$ cat src/rtl/traffic_light_controller_if.sv
// Sensor inputs and lamp outputs of the two-road intersection controller.
// The controller is the slave. The environment drives the sensors as the master.
interface traffic_light_controller_if;
    logic [1:0] EWCar;
    logic [1:0] NSCar;
    logic [1:0] EWLite;
    logic [1:0] NSLite;

    modport master (
        output EWCar,
        output NSCar,
        input  EWLite,
        input  NSLite
    );

    modport slave (
        input  EWCar,
        input  NSCar,
        output EWLite,
        output NSLite
    );
endinterface

$ cat src/rtl/traffic_light_controller.sv
// Two-road intersection controller: a Moore FSM with a min/max green timer,
// fixed yellow and all-red dwells, and lamps decoded from the state register only.
module traffic_light_controller #(
    parameter int MIN_GREEN = 4,
    parameter int MAX_GREEN = 16,
    parameter int YELLOW    = 2,
    parameter int ALL_RED   = 1
) (
    input  logic                         clock,
    input  logic                         reset,
    traffic_light_controller_if.slave    tl
);
    localparam int M_GREEN = (MIN_GREEN > MAX_GREEN) ? MIN_GREEN : MAX_GREEN;
    localparam int M_CLEAR = (YELLOW > ALL_RED) ? YELLOW : ALL_RED;
    localparam int P_MAX   = (M_GREEN > M_CLEAR) ? M_GREEN : M_CLEAR;
    localparam int TW      = $clog2(P_MAX) + 1;

    // Saturation point is MAX_GREEN-1 for sane parameters. It still lets a long
    // yellow or all-red dwell reach its exit count.
    localparam logic [TW-1:0] T_MIN = TW'(MIN_GREEN - 1);
    localparam logic [TW-1:0] T_MAX = TW'(MAX_GREEN - 1);
    localparam logic [TW-1:0] T_YEL = TW'(YELLOW - 1);
    localparam logic [TW-1:0] T_RED = TW'(ALL_RED - 1);
    localparam logic [TW-1:0] T_SAT = TW'(P_MAX - 1);

    localparam logic [1:0] LAMP_RED    = 2'b00;
    localparam logic [1:0] LAMP_YELLOW = 2'b01;
    localparam logic [1:0] LAMP_GREEN  = 2'b10;

    typedef enum logic [2:0] {
        NS_GREEN  = 3'd0,
        NS_YELLOW = 3'd1,
        RED_TO_EW = 3'd2,
        EW_GREEN  = 3'd3,
        EW_YELLOW = 3'd4,
        RED_TO_NS = 3'd5
    } state_t;

    state_t          state_reg, state_next;
    logic [TW-1:0]   timer_reg, timer_next;
    logic            ew_req, ns_req;
    logic [1:0]      ns_lite, ew_lite;

    assign ew_req = |tl.EWCar;
    assign ns_req = |tl.NSCar;

    always_ff @(posedge clock) begin
        if (reset) begin
            state_reg <= NS_GREEN;
            timer_reg <= '0;
        end else begin
            state_reg <= state_next;
            timer_reg <= timer_next;
        end
    end

    always_comb begin
        state_next = NS_GREEN;
        timer_next = '0;
        case (state_reg)
            NS_GREEN:  state_next = (timer_reg >= T_MIN && ew_req &&
                                     (!ns_req || timer_reg >= T_MAX)) ? NS_YELLOW : NS_GREEN;
            NS_YELLOW: state_next = (timer_reg >= T_YEL) ? RED_TO_EW : NS_YELLOW;
            RED_TO_EW: state_next = (timer_reg >= T_RED) ? EW_GREEN  : RED_TO_EW;
            EW_GREEN:  state_next = (timer_reg >= T_MIN && ns_req &&
                                     (!ew_req || timer_reg >= T_MAX)) ? EW_YELLOW : EW_GREEN;
            EW_YELLOW: state_next = (timer_reg >= T_YEL) ? RED_TO_NS : EW_YELLOW;
            RED_TO_NS: state_next = (timer_reg >= T_RED) ? NS_GREEN  : RED_TO_NS;
            default:   state_next = NS_GREEN;
        endcase
        // The timer restarts on every state change and otherwise saturates.
        if (state_next != state_reg) begin
            timer_next = '0;
        end else if (timer_reg >= T_SAT) begin
            timer_next = timer_reg;
        end else begin
            timer_next = timer_reg + TW'(1);
        end
    end

    always_comb begin
        ns_lite = LAMP_RED;
        ew_lite = LAMP_RED;
        case (state_reg)
            NS_GREEN:  ns_lite = LAMP_GREEN;
            NS_YELLOW: ns_lite = LAMP_YELLOW;
            EW_GREEN:  ew_lite = LAMP_GREEN;
            EW_YELLOW: ew_lite = LAMP_YELLOW;
            default:   ;
        endcase
    end

    assign tl.NSLite = ns_lite;
    assign tl.EWLite = ew_lite;
endmodule

$ cat src/flat_wrapper.sv
// flat-port wrapper written by rule: the top's interface ports become plain ports
module traffic_light_controller_flat 
#(
    parameter int MIN_GREEN = 4,
    parameter int MAX_GREEN = 16,
    parameter int YELLOW    = 2,
    parameter int ALL_RED   = 1
)
  (clock, reset, tl_EWCar, tl_NSCar, tl_EWLite, tl_NSLite);
  traffic_light_controller_if tl_i ();
  input  logic clock;
  input  logic reset;
  input wire logic [$bits(tl_i.EWCar)-1:0] tl_EWCar;
  input wire logic [$bits(tl_i.NSCar)-1:0] tl_NSCar;
  output wire logic [$bits(tl_i.EWLite)-1:0] tl_EWLite;
  output wire logic [$bits(tl_i.NSLite)-1:0] tl_NSLite;
  assign tl_i.EWCar = tl_EWCar;
  assign tl_i.NSCar = tl_NSCar;
  assign tl_EWLite = tl_i.EWLite;
  assign tl_NSLite = tl_i.NSLite;
  traffic_light_controller #(.MIN_GREEN(MIN_GREEN), .MAX_GREEN(MAX_GREEN), .YELLOW(YELLOW), .ALL_RED(ALL_RED)) u_core (.clock(clock), .reset(reset), .tl(tl_i));
endmodule
$ cat config.mk
export PLATFORM = sky130hd
export DESIGN_NAME = traffic_light_controller_flat
export DESIGN_NICKNAME = d
export VERILOG_FILES = /design/src/rtl/traffic_light_controller_if.sv /design/src/rtl/traffic_light_controller.sv /design/src/flat_wrapper.sv
export SDC_FILE = /design/constraint.sdc
export NUM_CORES = 1
export LEC_CHECK = 0
export BUFFER_PORTS_ARGS = -buffer_cell sky130_fd_sc_hd__buf_2
export CAP_MARGIN = 20
export CORE_MARGIN = 3
export CORE_UTILIZATION = 42
export DETAILED_ROUTE_END_ITERATION = 8
export PLACE_DENSITY = 0.65
export SETUP_SLACK_MARGIN = 0.15
export SLEW_MARGIN = 20
export SYNTH_ARGS = -nofsm -noshare
export SYNTH_HDL_FRONTEND = slang
export SYNTH_SLANG_ARGS = --single-unit
$ cat constraint.sdc
create_clock -name clock -period 2 [get_ports clock]
set_input_delay 0.2 -clock clock [delete_from_list [all_inputs] [get_ports clock]]
set_output_delay 0.2 -clock clock [all_outputs]
set_load 0.03 [all_outputs]
==> flow_summary.html <==
<table>
<tr><th>Metric</th><th>Value</th></tr>
<tr><th colspan="2">Route</th></tr>
<tr><td>DRC</td><td>0</td></tr>
<tr><td>Initial drt markers</td><td>9</td></tr>
<tr><td>DR WL/cell</td><td>roughly 14 µm</td></tr>
<tr><td>Number of nets with antenna violations after routing</td><td>0</td></tr>
<tr><td>Wirelength, routed</td><td>around 1400 µm</td></tr>
<tr><td>Via total after detailed routing</td><td>between 600 and 700</td></tr>
<tr><td>Post-detailed-route via-to-cell ratio</td><td>a little under 6</td></tr>
<tr><td>Number of iterations in the first detailed-routing pass</td><td>4</td></tr>
<tr><th colspan="2">Finish</th></tr>
<tr><td>Filler cell count</td><td>96</td></tr>
<tr><td>Max reg flops</td><td>5</td></tr>
<tr><td>Area of the multi-input gates</td><td>425 µm²</td></tr>
<tr><td>Final Non-Filler Cells</td><td>slightly above 100</td></tr>
<tr><td>Fraction of final layout cells sized beyond drive strength 1</td><td>a little over two fifths</td></tr>
<tr><td>Area growth from synthesis to layout</td><td>37.6%</td></tr>
<tr><td>Nets</td><td>99</td></tr>
<tr><td>Diode insertion count for antenna repair</td><td>0</td></tr>
<tr><td>Sequential cell area</td><td>~170 µm²</td></tr>
<tr><th colspan="2">Setup path</th></tr>
<tr><td>Kind of end point of the critical path</td><td>flip-flop</td></tr>
<tr><td>Slowest cell on crit path</td><td>sky130_fd_sc_hd__or4_4</td></tr>
<tr><td>Path depth of the worst reg2reg path</td><td>4</td></tr>
<tr><td>Setup slack of the worst register-to-register path</td><td>0.11 ns</td></tr>
<tr><td>Setup crit end</td><td>u_core.timer_reg[4]</td></tr>
<tr><td>CP startpoint</td><td>u_core.timer_reg[3]</td></tr>
<tr><td>Peak per-stage delay on the critical path</td><td>roughly 0.45 ns</td></tr>
<tr><td>Crit path required time</td><td>2.15 ns</td></tr>
<tr><td>Worst Path Max Fanout</td><td>5</td></tr>
<tr><td>Crit Path Category</td><td>flip-flop to flip-flop</td></tr>
<tr><td>Category of the worst setup path launch point</td><td>flip-flop</td></tr>
<tr><td>End of the worst register-to-register path</td><td>u_core.timer_reg[4]</td></tr>
<tr><td>Crit-path cells</td><td>or3_4 -&gt; or4_4 -&gt; a221o_1 -&gt; nor4_1</td></tr>
<tr><td>Reg-to-reg critical path startpoint</td><td>u_core.timer_reg[3]</td></tr>
<tr><td>Arrival time of data at the critical path endpoint</td><td>between 2 and 2.5 ns</td></tr>
<tr><th colspan="2">CTS</th></tr>
<tr><td>Clock insertion delay at the later pin of the skew report</td><td>about 0.25 ns</td></tr>
<tr><td>Maximum clock insertion buffer count</td><td>2</td></tr>
<tr><td>Clock-pin slew of the registers on the worst-case setup and hold paths</td><td>about 0.05 ns</td></tr>
<tr><td>TritonCTS clock tree</td><td>done</td></tr>
<tr><td>Clock buffer count from CTS</td><td>3</td></tr>
<tr><td>Hold-fix buffers, CTS</td><td>0</td></tr>
<tr><td>Total number of H-tree levels</td><td>1</td></tr>
<tr><td>Root cell of the clock tree</td><td>sky130_fd_sc_hd__clkbuf_4</td></tr>
<tr><td>Number of sinks driven by the clock tree</td><td>8</td></tr>
<tr><th colspan="2">Timing</th></tr>
<tr><td>Final count of pins violating max slew</td><td>0</td></tr>
<tr><td>Unrepaired setup endpoints after global routing</td><td>true</td></tr>
<tr><td>Ratio of final minimum period to clock period</td><td>approximately 94%</td></tr>
<tr><td>Final setup viols</td><td>0</td></tr>
<tr><td>Worst slew pin tran</td><td>0.339 ns</td></tr>
<tr><td>Clock period minus final worst setup slack</td><td>about 1.9 ns</td></tr>
<tr><td>Max Fclk</td><td>~530 MHz</td></tr>
<tr><td>Clock tree skew after final layout</td><td>0.00416 ns</td></tr>
<tr><td>Hold Fails Final Rpt</td><td>0</td></tr>
<tr><td>Relative slew slack</td><td>between 70% and 80%</td></tr>
<tr><td>Setup TNS Final</td><td>0 ns</td></tr>
<tr><th colspan="2">Yosys</th></tr>
<tr><td>Post-synthesis instance area</td><td>around 550 µm²</td></tr>
<tr><td>Fraction of post-synthesis cell area in the top cell type by area</td><td>29.0%</td></tr>
<tr><td>Library cell with the largest summed area after synthesis</td><td>sky130_fd_sc_hd__dfxtp_1</td></tr>
<tr><td>Number of warnings issued by yosys</td><td>0</td></tr>
<tr><td>Post-synth ARST share</td><td>0%</td></tr>
<tr><td>Most common cell in the synthesized netlist</td><td>sky130_fd_sc_hd__dfxtp_1</td></tr>
<tr><td>Flop and latch count out of synthesis</td><td>8</td></tr>
<tr><td>Sequential share of the synthesized area</td><td>29.0%</td></tr>
<tr><td>Top cells by count, synth</td><td>sky130_fd_sc_hd__dfxtp_1, sky130_fd_sc_hd__nor2_1, sky130_fd_sc_hd__nand2_1, sky130_fd_sc_hd__nor4_1</td></tr>
<tr><td>Count of mapped cells out of synthesis</td><td>69</td></tr>
<tr><td>Synthesized netlist net count</td><td>78</td></tr>
<tr><td>Commonest register cell after synthesis</td><td>sky130_fd_sc_hd__dfxtp_1</td></tr>
<tr><td>Number of enable-type register cells in the synthesized netlist</td><td>0</td></tr>
<tr><td>Unique masters post-synth</td><td>33</td></tr>
<tr><td>Post-Syn Area per Cell</td><td>between 8 and 9 µm²</td></tr>
<tr><td>Top area cells in the synthesized netlist</td><td>sky130_fd_sc_hd__dfxtp_1, sky130_fd_sc_hd__ha_1, sky130_fd_sc_hd__nor4_1</td></tr>
<tr><th colspan="2">Floorplan</th></tr>
<tr><td>Area of the die</td><td>0.00179 mm²</td></tr>
<tr><td>Horizontal extent of the die</td><td>about 42 µm</td></tr>
<tr><td>Number of cell rows</td><td>12</td></tr>
<tr><td>Die height</td><td>about 42 µm</td></tr>
<tr><td>Core ar.</td><td>between 0.001 and 0.0015 mm²</td></tr>
<tr><td>I/O Pins</td><td>10</td></tr>
<tr><td>Effective utilization at floorplan</td><td>around 47%</td></tr>
<tr><th colspan="2">Place</th></tr>
<tr><td>Placed Cells incl. Taps</td><td>between 90 and 100</td></tr>
<tr><td>Number of port buffers</td><td>9</td></tr>
<tr><td>Post-DP HPWL</td><td>a little over 1000 µm</td></tr>
<tr><td>Global placement routability congestion</td><td>0.885</td></tr>
<tr><th colspan="2">Pwr</th></tr>
<tr><td>Max rail drop VDD</td><td>between 0.7 and 0.8 mV</td></tr>
<tr><td>PwrDens</td><td>1000 mW/mm²</td></tr>
<tr><td>P_sw</td><td>292 µW</td></tr>
<tr><td>Net Sw Frac</td><td>between 30% and 40%</td></tr>
<tr><td>Portion of total power attributed to sequential cells</td><td>between 30% and 40%</td></tr>
<tr><td>Combinational fraction of design power</td><td>~52%</td></tr>
<tr><td>Fraction of power consumed by the clock network</td><td>around 15%</td></tr>
<tr><td>Internal power contribution</td><td>470 µW</td></tr>
<tr><td>Standby leakage power</td><td>~0.32 nW</td></tr>
<tr><th colspan="2">GRT</th></tr>
<tr><td>Antenna violations before repair</td><td>0</td></tr>
<tr><td>Maximum number of pins on one net before global-route repair</td><td>10</td></tr>
<tr><td>GRT Resource Usage Total</td><td>~17%</td></tr>
<tr><td>Via count of the first global-routing pass</td><td>532</td></tr>
<tr><td>Wire length of the first global-routing pass</td><td>around 2300 µm</td></tr>
<tr><td>Overflow after GRT</td><td>0</td></tr>
<tr><th colspan="2">Worst hold path</th></tr>
<tr><td>Tightest Hold Check Type</td><td>primary input to flip-flop</td></tr>
<tr><th colspan="2">Job</th></tr>
<tr><td>Max-cap violations</td><td>0</td></tr>
<tr><th colspan="2">Run status</th></tr>
<tr><td>Outcome</td><td>complete, no violations</td></tr>
</table>
## layout make-up
type	instances	share of cell area [%]
inverter	4	1.97
sequential	8	22.0
tap	14	2.30
clock buffer	3	2.96
multi-input combinational	55	55.9
timing repair buffer	18	14.8
## routing by layer
layer / up-vias / share of wire, % / global-route usage [%]
li1: 303 / - / -
met1: 282 / 49 / 21.9
met2: 12 / 46 / 25.8
met3: 4 / 2.7 / 2.58
met4: 0 / 1.8 / 9.32
met5: - / 0 / 0
## what timing repair did
action | in CTS | in global routing
setup endpoints to repair | 6 | 7
endpoints found under the hold margin | 0 | 0
buffers inserted | 5 | 0
pin swaps | 5 | 0
gates cloned | 0 | 0
resized for setup | 7 | 3
## worst min-delay path by stage
stage                     start             endpoint  slack [ns]  cells past startpoint
after global placement    reset  u_core.state_reg[1]        0.42                      2
after global routing      reset  u_core.state_reg[0]        0.18                      2
final                     reset  u_core.state_reg[2]        0.16                      2
after floorplan           reset  u_core.state_reg[2]        0.27                      1
after detailed placement  reset  u_core.state_reg[2]        0.41                      2
after CTS                 reset  u_core.state_reg[2]        0.15                      2
## cells by family (layout without fill, tap and decap cells)
group,Yosys count,after routing,synth area share [%]
and+or+nand+nor,33,33,34.2
buffers and inverters,6,25,4.07
adders and majority gates,3,3,6.79
DFF,8,8,29.0
AOI/OAI and AO/OA,16,16,21.0
xor gates and xnor gates,2,2,3.17
muxes,1,1,1.81
## worst max-delay path, delay by kind of cell (launching register included)
| kind | cells | cell delay (ns) |
|---|---|---|
| AOI/OAI and AO/OA | 1 | 0.40 |
| DFF | 1 | 0.35 |
| and+or+nand+nor | 3 | 1.04 |
## power groups by stage
stage               clock network (mW)  logic (mW)  registers, mW
floorplan                            0       0.209          0.232
global placement                     0       0.304          0.234
detailed placement                   0       0.307          0.236
CTS                              0.124       0.376          0.239
global route                     0.131       0.432          0.255
finish                           0.117       0.398          0.247
## stage by stage
step | cell area, µm² | total power [mW] | hold slack [ns] | utilization (%) | setup slack, ns
floorplan | 568 | 0.440 | 0.269 | - | 0.155
global placement | 653 | 0.538 | 0.417 | 55.8 | 0.0547
detailed placement | 653 | 0.543 | 0.415 | 55.8 | 0.0533
CTS | 746 | 0.739 | 0.152 | 63.7 | 0.115
global route | 761 | 0.818 | 0.176 | 65.0 | 0.0313
finish | 761 | 0.762 | 0.162 | 65.0 | 0.113
## placed cells by master, fill, tap and decap left out, types with 3 or more instances in the layout
cell,instances
sky130_fd_sc_hd__buf_2,9
sky130_fd_sc_hd__buf_4,9
sky130_fd_sc_hd__nor2_1,6
sky130_fd_sc_hd__dfxtp_1,6
sky130_fd_sc_hd__nand2_1,5
sky130_fd_sc_hd__inv_1,4
sky130_fd_sc_hd__nor3_1,3
sky130_fd_sc_hd__nor4_1,3
sky130_fd_sc_hd__clkbuf_4,3
Power figures use the tool's default switching activity.
